### config.mk
export PLATFORM = sky130hd
export DESIGN_NAME = mem_arbiter
export DESIGN_NICKNAME = d
export VERILOG_FILES = /design/src/rtl/mem_arbiter.sv
export SDC_FILE = /design/constraint.sdc
export NUM_CORES = 1
export LEC_CHECK = 0
export ABC_AREA = 1
export CAP_MARGIN = 20
export CORE_UTILIZATION = 25
export DETAILED_ROUTE_END_ITERATION = 8
export GPL_TIMING_DRIVEN = 0
export PLACE_DENSITY = 0.83
export SLEW_MARGIN = 10
export SYNTH_ARGS = -nofsm -noshare
export SYNTH_HDL_FRONTEND = slang
export SYNTH_SLANG_ARGS = --single-unit
export TNS_END_PERCENT = 10
### constraint.sdc
create_clock -name clk -period 1.9 [get_ports clk]
set_clock_uncertainty 0.05 [all_clocks]
set_input_delay 0.57 -clock clk [delete_from_list [all_inputs] [get_ports clk]]
set_output_delay 0.57 -clock clk [all_outputs]
set_load 0.02 [all_outputs]
### src/rtl/mem_arbiter.sv
// mem_arbiter: arbitrates two masters onto a single-port, registered-read memory,
// with an m1 bus lock capped at 16 grants. Define MEM_ARB_RR_EN for round-robin ties.
module mem_arbiter (
  input  logic        clk,
  input  logic        rst,
  input  logic        m0_req,
  input  logic [9:0]  m0_addr,
  input  logic        m0_wr,
  input  logic [15:0] m0_wdata,
  output logic        m0_gnt,
  output logic [15:0] m0_rdata,
  output logic        m0_rvalid,
  input  logic        m1_req,
  input  logic [9:0]  m1_addr,
  input  logic        m1_wr,
  input  logic [15:0] m1_wdata,
  output logic        m1_gnt,
  output logic [15:0] m1_rdata,
  output logic        m1_rvalid,
  input  logic        m1_lock,
  output logic [9:0]  mem_addr,
  output logic        mem_wr,
  output logic [15:0] wr_data,
  input  logic [15:0] rd_data,
  output logic        lock_active
);

  localparam logic [0:0] ST_IDLE  = 1'b0;
  localparam logic [0:0] ST_LOCK  = 1'b1;
  localparam logic [4:0] LOCK_MAX = 5'd16;

  logic [0:0] state_q, state_d;
  logic [4:0] lock_cnt_q, lock_cnt_d;
  logic       m1_block_q, m1_block_d;
  logic       tag_valid_q, tag_valid_d;
  logic       tag_owner_q, tag_owner_d;
  logic       gnt0, gnt1;
  logic       m1_elig;
  logic       tie_to_m1;

  assign m1_elig = m1_req & ~m1_block_q;

`ifdef MEM_ARB_RR_EN
  logic rr_ptr_q, rr_ptr_d;

  assign tie_to_m1 = rr_ptr_q;

  always_comb begin
    rr_ptr_d = rr_ptr_q;
    if (state_q == ST_IDLE && m0_req && m1_elig) begin
      rr_ptr_d = ~rr_ptr_q;
    end
  end

  always_ff @(posedge clk or negedge rst) begin
    if (!rst) begin
      rr_ptr_q <= 1'b0;
    end else begin
      rr_ptr_q <= rr_ptr_d;
    end
  end
`else
  assign tie_to_m1 = 1'b0;
`endif

  // Grants are held off entirely while reset is asserted.
  always_comb begin
    gnt0 = 1'b0;
    gnt1 = 1'b0;
    if (rst) begin
      if (state_q == ST_LOCK) begin
        gnt1 = m1_req;
      end else if (m0_req && m1_elig) begin
        gnt1 = tie_to_m1;
        gnt0 = ~tie_to_m1;
      end else begin
        gnt0 = m0_req;
        gnt1 = m1_elig;
      end
    end
  end

  assign m0_gnt = gnt0;
  assign m1_gnt = gnt1;

  always_comb begin
    mem_addr = '0;
    mem_wr   = 1'b0;
    wr_data  = '0;
    if (gnt1) begin
      mem_addr = m1_addr;
      mem_wr   = m1_wr;
      wr_data  = m1_wdata;
    end else if (gnt0) begin
      mem_addr = m0_addr;
      mem_wr   = m0_wr;
      wr_data  = m0_wdata;
    end
  end

  // A forced release at the 16th lock grant benches m1 for the following cycle.
  always_comb begin
    state_d    = state_q;
    lock_cnt_d = lock_cnt_q;
    m1_block_d = 1'b0;
    if (state_q == ST_IDLE) begin
      if (gnt1 && m1_lock) begin
        state_d    = ST_LOCK;
        lock_cnt_d = '0;
      end
    end else begin
      if (gnt1 && lock_cnt_q != LOCK_MAX) begin
        lock_cnt_d = lock_cnt_q + 5'd1;
      end
      if (gnt1 && lock_cnt_d == LOCK_MAX) begin
        state_d    = ST_IDLE;
        m1_block_d = 1'b1;
      end else if (!m1_lock || !m1_req) begin
        state_d = ST_IDLE;
      end
    end
  end

  always_comb begin
    tag_valid_d = (gnt0 & ~m0_wr) | (gnt1 & ~m1_wr);
    tag_owner_d = gnt1;
  end

  always_ff @(posedge clk or negedge rst) begin
    if (!rst) begin
      state_q     <= ST_IDLE;
      lock_cnt_q  <= '0;
      m1_block_q  <= 1'b0;
      tag_valid_q <= 1'b0;
      tag_owner_q <= 1'b0;
    end else begin
      state_q     <= state_d;
      lock_cnt_q  <= lock_cnt_d;
      m1_block_q  <= m1_block_d;
      tag_valid_q <= tag_valid_d;
      tag_owner_q <= tag_owner_d;
    end
  end

  assign m0_rvalid   = tag_valid_q & ~tag_owner_q;
  assign m1_rvalid   = tag_valid_q & tag_owner_q;
  assign m0_rdata    = m0_rvalid ? rd_data : '0;
  assign m1_rdata    = m1_rvalid ? rd_data : '0;
  assign lock_active = (state_q == ST_LOCK);

endmodule

Word level (Yosys, flattened, before mapping)
Cells that the tools add are included.
- memory bits (read-only): 0
- bits in latches: 0
- output and inout port bits: 64
- register bits: 9
- memory bits (writable): 0
- memories: 0
- logic and storage cells: 50
- bits of input ports: 75
- div/mod/pow operators: 0
- $lt $le $gt $ge: 0
- shifts and indexed selects: 0
- multiply operators: 0
- bitwise operators: 10
- muxes and demuxes: 24
- equality and inequality tests: 2
- add/sub/neg operators: 1
- reduce and logical (&&, ||, !) cells: 8
- operators by type and width (cell ; count):
    two-way mux 16 bit ; 4
    two-way mux 10 bit ; 2
    two-way mux 5 bit ; 4
    two-way mux 1 bit ; 14
    adder 5 x 1 -> 5 bit, second input constant ; 1
    AND 1 bit ; 5
    == test 5 bit, second input constant ; 1
    != test 5 bit, second input constant ; 1
    logical AND 1 bit ; 4
    NOT 1 bit ; 4
    logical NOT 1 bit ; 2
    nonzero test 2 bit ; 1
    logical OR 1 bit ; 1
    OR 1 bit ; 1

Longest topological paths before layout
Gate-level depths: netlist of run 1.
- depth after elaboration: 13
- mapped depth: 11
- mapped depth without buffers: 11

Worst setup path after synthesis of run 1
Ideal clock, no wire load.
- kind: register to output
- start point: reg state_q (netlist: lock_active)
- end point: out mem_addr[0]
- arrival time: 1400 ps
- stages on the path, launching flop included: 6
- setup slack: -120 ps
- buffers on the path: 1
- cells stage by stage: dfrtp_1 inv_2 nand3_1 inv_2 buf_2 a22o_1
- word-level cells in the longest chain between the ends: 4
- elaborated cells between the ends (all ways): 6
- RTL lines (item ; line ; source):
    from (decl) ; 32 ; logic [0:0] state_q, state_d;
    from (signal assigned) ; 137 ; state_q <= state_d;
    two-way mux 1 bit ; 71 ; if (state_q == ST_LOCK) begin
    two-way mux 1 bit ; 70 ; if (rst) begin
    via m0_gnt ; 10 ; output logic m0_gnt,
    two-way mux 10 bit ; 94 ; end else if (gnt0) begin
    two-way mux 10 bit ; 90 ; if (gnt1) begin
    to (decl) ; 21 ; output logic [9:0] mem_addr,
The timed path passes the listed nets, and every way through them passes these cells.

Worst setup path in the final report of run 1
- start point: reg state_q (netlist: lock_active)
- end point: out wr_data[6]
- word-level cells in the longest chain between the ends: 4
- elaborated cells between the ends (all ways): 6
- RTL lines (item ; line ; source):
    two-way mux 1 bit ; 71 ;
    two-way mux 1 bit ; 70 ;
    two-way mux 16 bit ; 94 ;
    two-way mux 16 bit (*) ; 90 ;
    to (decl) ; 23 ; output logic [15:0] wr_data,
Mark *: on every way between the ends. The rest lies on a longest branch, timed or not.

==> reports/results.ini, run 1 <==
[synthesis]
synthCells = 164
ys.flop_type = dfrtp_1
async_flop_share_pct = 100
postSynthAreaPerCell_sq_um = 6.27
synth.area.top_cells = a22o_1, dfrtp_1, nor2_1
synth-edff-count = 0
yosysTopAreaCellShare_pct = 22.1
syn-num-nets = 241
netlist_area_sq_um = 1030
ys_seq_area_share_pct = 21.9
ys_warn_count = 0
ys_types = 21
synth_seq_cells = 9
yosys.area.top_type = a22o_1

[power]
power.density_nw_per_um2 = 674
irDropWorstVdd_mv = 0.624
p_leak_nw = 1.47

[critical_path]
end_kind = primary output
cp_max_fo = 5
cp-start-kind = register
cp-endpoint = wr_data[6]
reg2reg_depth = 11
required_ps = 1280
timing.rr.end = lock_active$_DFF_PN0_
worstReg2RegStart = lock_active$_DFF_PN0_
cp.arrival_ps = 1550
r2r_setup_slack_ps = 260
setup.worst_path.start = lock_active$_DFF_PN0_
worstSetupPathType = reg2out

[grt]
antenna_found_initial = 0
globalRouteMet3Util_pct = 7.93
top_usage_layer = met2
grt_max_degree = 12
grt_pass1_vias = 1549
gr-usage-met1_pct = 27.9
met2_usage_pct = 43.8
gr-total-overflow = 0
grt_pass1_wl_um = 7960
track_usage_pct = 24.7

[final_layout]
areaGrowthSynthToFinish_pct = 164
final_nets = 397
fin_area_sq_um = 2710
fin_cells = 367
nFillCells = 328
antennaDiodeCount = 0
final_common_cell = clkdlybuf4s50_1
mostFrequentLayoutCells = clkdlybuf4s50_1, nor2_1, buf_4
fin_util_pct = 71.4
drive_gt1_share_pct = 35.1

[timing]
layout_setup_ws_ps = -271
slew_violations = 0
rsz0062_at_grt = true
hold_viol = 0
min_period_ps = 2170
finalSetupViolCount = 29
fmaxAchievable_ghz = 0.461
worst_pin_slew_ps = 241
min_period_over_period_pct = 114
relSlewSlack_pct = 84.0

[floorplan]
initial_utilization_pct = 27.1
die_w_um = 66.1
pin_count = 139
die-area_sq_um = 4370
die_y_um = 66.1
rows = 22
core_area_sq_um = 3800

[route]
wl_per_cell_um = 15.3
vias = 1714
first_iter_violations = 56
viasPerCell = 4.67
drc = 0
drtPass1Iterations = 4
wl_um = 5610
drtAntennaViolNets = 0

[place]
dpl.cell_count = 350
placed_area_sq_um = 2550
place_ws_ps = -1620
routabilityCongestion = 0.883
portBuffers = 138
hpwlAfterDp_um = 4210

[cts]
cts_max_level = 1
cts.hold.buffers_added = 0
cts_tree = built
root_buffer = clkbuf_8
clk_latency_ps = 240
cts.sinks = 9
clk_pin_slew_worst_paths_ps = 50
numCtsBuffers = 3
clockBufferDepth = 2

[run_status]
status = finished, violations left
violations = setup timing

[flow_run]
cap_viol_max_count = 0

[min_path]
hp-class = in2async

critical path, cell delays in order (launching register included):
cell     delay, ps
dfrtp_2        420
inv_4          100
nand2_4         60
nand3_4         80
inv_4           50
buf_8          120
buf_6          120
a22o_1         220
buf_6          140
state kept, by name, summed over array words and instances (netlist names):
signal / count
lock_active: 1
lock_cnt_q: 5
m1_block_q: 1
tag_owner_q: 1
tag_valid_q: 1
logic make-up after synthesis:
family          synth area share, %
xor+xnor                      0.852
simple gates                   31.5
compound gates                 27.5
fa+ha+maj                      2.43
buf+inv                        15.8
flops                          21.9
where the power goes:
part	internal, W	leakage, nW	switching (W)
Sequential	0.000261	0.118	0.0000646
Clock	0.000147	0.0228	0.0000797
Combinational	0.000631	1.33	0.000647
metal layers:
layer	vias up	part of all wire, %
met1	774	38
li1	848	-
met3	6	9.7
met2	86	51
met4	0	1.2
met5	-	0
what timing repair did:
action                                 4_1_cts  5_1_grt
buffers inserted                             9        2
gates resized for setup                    329       20
setup endpoints to repair                   71       49
cloned                                       2        0
endpoints found under the hold margin        0        0
pin swaps                                   21        7
cell type report:
cell class,count,area [sq um],share of cell area [%]
Buffer,8,97.6,3.60
Tap cell,48,60.1,2.21
Timing Repair Buffer,151,1390,51.2
Inverter,30,120,4.43
Sequential cell,9,226,8.35
Clock buffer,4,45.0,1.66
Multi-Input combinational cell,117,776,28.6
Yosys cell counts, types with 2 or more instances:
cell and number:
nand3_2 2, dfrtp_1 9, inv_1 27, buf_2 4, a21oi_1 2, buf_6 2, inv_2 3, ha_1 2
clkbuf_1 2, nand2_1 26, o22ai_1 2, nand3_1 9, o21ai_0 4, a22o_1 26, nor2_1 38
how the worst min path moves through the flow:
stage	end	depth (start not counted)	startpoint
detailed placement	lock_cnt_q[2]$_DFFE_PN0P_	2	lock_active$_DFF_PN0_
finish	m1_block_q$_DFF_PN0_	2	rst
floorplan	lock_active$_DFF_PN0_	0	rst
global placement	lock_cnt_q[2]$_DFFE_PN0P_	2	lock_active$_DFF_PN0_
CTS	m1_block_q$_DFF_PN0_	2	rst
global route	m1_block_q$_DFF_PN0_	2	rst
metrics by stage:
step | hold slack (ps) | TNS [ps] | power [W]
global route | 168 | -7800 | 0.00197
detailed placement | 508 | -63730 | 0.00146
global placement | 509 | -61920 | 0.00144
CTS | 162 | -5500 | 0.00179
finish | 175 | -5850 | 0.00183
floorplan | 224 | -760 | 0.000955
No activity file was read; power rests on OpenSTA's default activity.
==> run 2, diff against run 1 <==
--- a/config.mk
+++ b/config.mk
@@ -8,9 +8,11 @@
 export ABC_AREA = 1
 export CAP_MARGIN = 20
 export CORE_UTILIZATION = 25
+export CTS_CLUSTER_DIAMETER = 80
 export DETAILED_ROUTE_END_ITERATION = 8
 export GPL_TIMING_DRIVEN = 0
 export PLACE_DENSITY = 0.83
+export RECOVER_POWER = 25
 export SLEW_MARGIN = 10
 export SYNTH_ARGS = -nofsm -noshare
 export SYNTH_HDL_FRONTEND = slang
==> run 2 against run 1 <==
Net effect: largest power group unchanged; sequential share of layout area about the same; hold slack improved by 32 ps; total power about the same; sequential power about the same; critical path type unchanged; combinational power about the same; the flow still finishes with violations (setup timing); routed wire length decreased by 0.20%.
==> reports/results.ini, run 2 (synthesis results as in run 1) <==
[final_layout]
regArea_sq_um = 226
regMostFlops = lock_cnt_q
nFillCells = 328
drive_gt1_share_pct = 34.5
final_common_cell = clkdlybuf4s50_1
mostFrequentLayoutCells = clkdlybuf4s50_1, nor2_1, buf_4
largest_reg_flops = 5
antennaDiodeCount = 0
fin_util_pct = 71.2
areaGrowthSynthToFinish_pct = 163
final_nets = 397
fin_area_sq_um = 2710
multi_input_area_sq_um = 776

[cts]
cts.hold.buffers_added = 0
cts_max_level = 1
cts_tree = built
clk_pin_slew_worst_paths_ps = 50
clockBufferDepth = 2
root_buffer = clkbuf_8
cts.sinks = 9
numCtsBuffers = 3
clk_latency_ps = 240

[critical_path]
cp-endpoint = wr_data[6]
reg2reg_depth = 11
cp_num_cells = 8
cp_max_fo = 5
timing.critical_path.buf_inv = 5
cpPeakStageDelay_ps = 420
end_kind = primary output
critical_path.top_delay_family = buffers and inverters
timing.rr.end = lock_active$_DFF_PN0_
setup.worst_path.start = lock_active$_DFF_PN0_
required_ps = 1280
cp_cell_sequence = inv_4, nand2_4, nand3_4, inv_4, buf_8, buf_6, a22o_1, buf_6
cp.arrival_ps = 1550
worstSetupPathType = reg2out
r2r_setup_slack_ps = 240
worstReg2RegStart = lock_active$_DFF_PN0_
slowest_stage = dfrtp_2
cp-start-kind = register

[place]
portBuffers = 138
routabilityCongestion = 0.883
placed_area_sq_um = 2550
place_ws_ps = -1620
hpwlAfterDp_um = 4210

[grt]
grt_pass1_vias = 1549
grt_max_degree = 12
antenna_found_initial = 0
track_usage_pct = 24.7
gr-total-overflow = 0
grt_pass1_wl_um = 7960

[timing]
relSlewSlack_pct = 81.4
rsz0062_at_grt = true
slew_violations = 0
hold_viol = 0
layout_setup_ws_ps = -273
holdWs_ps = 207
min_period_over_period_pct = 114
worst_pin_slew_ps = 279
fmaxAchievable_ghz = 0.460
finalSetupViolCount = 29
min_period_ps = 2170

[min_path]
hp-class = in2async

[route]
wl_per_cell_um = 15.3
viasPerCell = 4.70
vias = 1726
drtPass1Iterations = 4
wl_um = 5600
first_iter_violations = 50
drc = 0
drtAntennaViolNets = 0

[power]
fin_total_pwr_w = 0.00183
power.density_nw_per_um2 = 676
irDropWorstVdd_mv = 0.623
p_leak_nw = 1.46

[floorplan]
pin_count = 139
core_area_sq_um = 3800
rows = 22
die_w_um = 66.1
initial_utilization_pct = 27.1
die_y_um = 66.1
die-area_sq_um = 4370

[flow_run]
cap_viol_max_count = 0

[run_status]
status = finished, violations left
violations = setup timing

-- run 2: worst min-delay path by stage --
stage | endpoint | start | slack [ps] | cells past startpoint
after floorplan | lock_active$_DFF_PN0_ | rst | 220 | 0
after global placement | lock_cnt_q[2]$_DFFE_PN0P_ | lock_active$_DFF_PN0_ | 510 | 2
after detailed placement | lock_cnt_q[2]$_DFFE_PN0P_ | lock_active$_DFF_PN0_ | 510 | 2
after CTS | m1_block_q$_DFF_PN0_ | rst | 160 | 2
after global routing | m1_block_q$_DFF_PN0_ | rst | 220 | 2
final | m1_block_q$_DFF_PN0_ | rst | 210 | 2
-- run 2: cell type report --
| cell class | count | area share (%) |
|---|---|---|
| Timing Repair Buffer | 151 | 51.0 |
| Multi-Input combinational cell | 117 | 28.7 |
| Sequential cell | 9 | 8.37 |
| Inverter | 30 | 4.44 |
| Buffer | 8 | 3.61 |
| Tap cell | 48 | 2.22 |
| Clock buffer | 4 | 1.67 |
-- run 2: what timing repair did --
action | in CTS | in global routing
buffers inserted | 9 | 2
gates resized for setup | 329 | 20
endpoints found under the setup margin | 71 | 49
cloned | 2 | 0
pin swaps | 21 | 7
-- run 2: metrics by stage --
step / cells / TNS [ps]
CTS: 365 / -5500
finish: 367 / -5880
global placement: 350 / -61920
global route: 367 / -7800
detailed placement: 350 / -63730
floorplan: 164 / -760
-- run 2: routing by layer --
metal,up-vias,GRT usage [%],routed length [um]
met5,-,0,0
met4,0,7.18,82
met3,10,7.93,554
met2,92,43.8,2830
met1,775,27.9,2130
li1,849,-,-
-- run 2: where the power goes --
group | total (W) | leakage (nW) | switching, W | internal [W]
sequential | 0.000325 | 0.118 | 0.0000645 | 0.000261
combinational | 0.00128 | 1.32 | 0.000647 | 0.000629
clock | 0.000227 | 0.0228 | 0.0000808 | 0.000147
total | 0.00183 | 1.46 | 0.000792 | 0.00104
==> run 3, diff against run 2 <==
--- a/config.mk
+++ b/config.mk
@@ -7,8 +7,10 @@
 export LEC_CHECK = 0
 export ABC_AREA = 1
 export CAP_MARGIN = 20
+export CORE_MARGIN = 2
 export CORE_UTILIZATION = 25
 export CTS_CLUSTER_DIAMETER = 80
+export CTS_CLUSTER_SIZE = 10
 export DETAILED_ROUTE_END_ITERATION = 8
 export GPL_TIMING_DRIVEN = 0
 export PLACE_DENSITY = 0.83
==> run 3 against run 2 <==
Net effect: the run still ends with setup timing left; register-to-register slack got worse by 30 ps; critical path depth did not move; cell count decreased by 0.27%; routed wire length shrank 5.6%; critical endpoint is now mem_addr[5]; largest cell class unchanged; largest power group unchanged; highest routed layer unchanged.
==> reports/results.ini, run 3 (synthesis results as in run 1) <==
[critical_path]
r2r_setup_slack_ps = 210
required_ps = 1280
cp_cell_sequence = inv_4, nand2_2, nand3_4, inv_4, buf_6, buf_4, a22o_1, buf_2
worstReg2RegStart = lock_cnt_q[0]$_DFFE_PN0P_
worstSetupPathType = reg2out
cp-start-kind = register
timing.critical_path.buf_inv = 5
cp-endpoint = mem_addr[5]
critical_path.top_delay_family = buffers and inverters
timing.rr.end = lock_active$_DFF_PN0_
end_kind = primary output
cp_num_cells = 8
slowest_stage = dfrtp_2
reg2reg_depth = 10
cpPeakStageDelay_ps = 420
cp_max_fo = 6
setup.worst_path.start = lock_active$_DFF_PN0_
crit_top_cell = inv_4
cp.arrival_ps = 1530

[cts]
cts.sinks = 9
numCtsBuffers = 3
clk_pin_slew_worst_paths_ps = 50
root_buffer = clkbuf_8
cts_max_level = 1
clockBufferDepth = 2
cts.hold.buffers_added = 0
clk_latency_ps = 240
cts_tree = built

[power]
p_leak_nw = 1.40
irDropWorstVdd_mv = 0.683
power.density_nw_per_um2 = 679
fin_total_pwr_w = 0.00179

[min_path]
hp-class = in2async

[timing]
hold_viol = 0
holdWs_ps = 65.9
rsz0062_at_grt = true
worst_pin_slew_ps = 288
min_period_over_period_pct = 113
slew_violations = 0
relSlewSlack_pct = 80.6
min_period_ps = 2150
finalSetupViolCount = 33
fmaxAchievable_ghz = 0.464
layout_setup_ws_ps = -255

[route]
wl_per_cell_um = 14.4
wl_um = 5280
dr_wl_met2_um = 2790
vias = 1738
highest_layer = met4
viasPerCell = 4.75
drtAntennaViolNets = 0
met3WireLength_um = 531
drt-met1-wl_um = 1930
drtPass1Iterations = 4
drc = 0
first_iter_violations = 53

[flow_run]
cap_viol_max_count = 0

[final_layout]
antennaDiodeCount = 0
regMostFlops = lock_cnt_q
nFillCells = 366
final_nets = 394
mostFrequentLayoutCells = clkdlybuf4s50_1, buf_4, nor2_1
final_common_cell = clkdlybuf4s50_1
drive_gt1_share_pct = 36.4
areaGrowthSynthToFinish_pct = 157
largest_reg_flops = 5

[floorplan]
die_w_um = 68.1
die_y_um = 68.1
rows = 23
core_area_sq_um = 3970
die-area_sq_um = 4640
pin_count = 139
initial_utilization_pct = 25.9

[grt]
track_usage_pct = 20.9
grt_max_degree = 12
grt_pass1_wl_um = 7440
antenna_found_initial = 0
gr-total-overflow = 0
grt_pass1_vias = 1547

[run_status]
status = finished, violations left
violations = setup timing

[place]
hpwlAfterDp_um = 4070
portBuffers = 138
routabilityCongestion = 0.909
place_ws_ps = -1550

[run 3: cell count changes in the layout (fill, tap and decap cells not counted), moves of 4 or more]
cell	before	now
buf_2	19	11
dlygate4sd2_1	22	18
buf_4	27	43
nor2_2	5	9
nor2_1	34	30
[run 3: layout make-up]
type / instances / area, sq um / area share (%)
Inverter: 30 / 120 / 4.55
Tap cell: 50 / 62.6 / 2.37
Timing Repair Buffer: 148 / 1330 / 50.3
Multi-Input combinational cell: 117 / 758 / 28.7
Sequential cell: 9 / 226 / 8.58
Buffer: 8 / 98.8 / 3.75
Clock buffer: 4 / 45.0 / 1.71
[run 3: worst reg2reg max path, delay by kind of cell, from the launching register on]
family / cells / cell delay, ps
adder cells (fa/ha/maj): 1 / 230
buffers and inverters: 2 / 120
AND/OR/NAND/NOR: 7 / 770
flip-flops: 1 / 400
[run 3: worst min-delay path by stage]
| stage | start | end | slack, ps | cells past startpoint |
|---|---|---|---|---|
| floorplan | rst | lock_active$_DFF_PN0_ | 220 | 0 |
| global placement | lock_active$_DFF_PN0_ | lock_cnt_q[2]$_DFFE_PN0P_ | 510 | 2 |
| detailed placement | lock_active$_DFF_PN0_ | lock_cnt_q[2]$_DFFE_PN0P_ | 500 | 2 |
| CTS | rst | lock_active$_DFF_PN0_ | 70 | 1 |
| global route | rst | lock_cnt_q[2]$_DFFE_PN0P_ | 70 | 1 |
| finish | rst | lock_active$_DFF_PN0_ | 70 | 1 |
[run 3: report_power, final]
group	internal (W)	switching [W]	leakage, nW
Clock	0.000147	0.0000817	0.0228
Sequential	0.000261	0.0000658	0.118
Combinational	0.000597	0.000641	1.26
[run 3: per-stage QoR]
step,instances,TNS (ps),area (sq um),util (%)
after floorplan,164,-760,1110,-
after global placement,352,-61520,2550,64.2
after detailed placement,352,-62660,2550,64.2
after CTS,365,-5130,2590,65.3
after global routing,366,-7410,2640,66.4
final,366,-5400,2640,66.4
[run 3: per-layer routing]
metal  up-vias  GRT usage, %
met5         -             0
met4         0          3.50
met3         4          4.77
met2        85          37.6
met1       807          25.4
li1        842             -
[run 3: repair_timing]
item | in CTS | in global routing
setup buffers | 7 | 1
pin swaps | 22 | 2
cloned | 2 | 0
resized for setup | 343 | 22
setup endpoints to repair | 71 | 49
==> patch (config.mk and constraints of run 1) <==
Build with the macro `MEM_ARB_RR_EN` defined.
--- a/src/rtl/mem_arbiter.sv
+++ b/src/rtl/mem_arbiter.sv
@@ -2,2 +2,4 @@
 // with an m1 bus lock capped at 16 grants. Define MEM_ARB_RR_EN for round-robin ties.
+`define MEM_ARB_RR_EN
+
 module mem_arbiter (
Function: changed (a bounded check fails within 4 cycles, from zero or initial values and one cycle with rst low).
==> patch against run 1 <==
The run still ends with negative setup slack left. Total power is 5.9% higher. Routed wire length is 15% higher. Critical path depth rose by 2. Design area increased by 12%. Count of clock-buffer cells in the layout unchanged. Sequential cell count grew 1. Area after synthesis grew 10%. Setup slack worse by 0.11 ns. First-iteration DRC count up 64%. Final cell count increased by 5.7%. Largest cell class unchanged.
==> patch: results <==
metrics = {
    "status": {
        "status": "finished with violations",
        "violations": "negative setup slack",
    },
    "timing": {
        "setup_tns_ns": -9.731,
        "setup_slack_ns": -0.3859,
        "final-setup-viol-count": 34,
        "hold_slack_ns": 0.07802,
    },
    "worst_setup_path": {
        "crit_fanout": 6,
        "reg2reg_to": "rr_ptr_q",
    },
    "routing": {
        "wl_met2_um": 3356,
        "wl_met1_um": 2254,
        "met3WireLength_um": 645,
    },
    "place": {
        "gp_congestion": 0.8107,
        "place_inst": 359,
        "place_ws_ns": -1.787,
    },
    "pwr": {
        "p_leak_nw": 1.591,
    },
    "synthesis": {
        "synth_fa_ha_area_frac": 0.02205,
        "yosys-top-cells-area": "dfrtp_1 (22%), a22o_1 (20%), nor2_1 (13%), inv_1 (9.3%), nand2_1 (7.9%)",
        "ys_types": 26,
        "ys_seq_area_frac": 0.2205,
        "synth_compound_area_frac": 0.2426,
    },
    "global_route": {
        "grtUsageMet1": 0.2833,
        "gr-usage-met3": 0.08430,
    },
    "finish": {
        "drive_gt1_frac": 0.4435,
        "num-multi-input-gates": 120,
        "fin_nets": 414,
        "n_all_buffers": 170,
        "multi_input_area_share": 0.2939,
        "nonClkBufAreaFrac": 0.5354,
    },
}
## patch: worst max-delay path by stage
stage | to | slack [ns] | startpoint | cells after the start
3_5_place_dp | wr_data[6] | -1.79 | rst | 7
6_report | wr_data[9] | -0.39 | rr_ptr_q | 10
3_3_place_gp | wr_data[6] | -1.76 | rst | 7
4_1_cts | wr_data[9] | -0.35 | m1_req | 11
2_1_floorplan | mem_addr[0] | -0.13 | m1_req | 9
5_1_grt | wr_data[2] | -0.45 | rr_ptr_q | 10
## patch: power breakdown
group | switching [W] | leakage [nW] | internal (W)
Sequential | 0.0000436 | 0.132 | 0.000252
Combinational | 0.000617 | 1.43 | 0.000755
Clock | 0.0000861 | 0.0288 | 0.000182
## patch: repair_timing
item                                   CTS  global route
setup buffers                           20             3
resized for setup                      340            29
pin swaps                               28             7
cloned                                   2             0
setup endpoints to repair               73            55
endpoints found under the hold margin    0             0
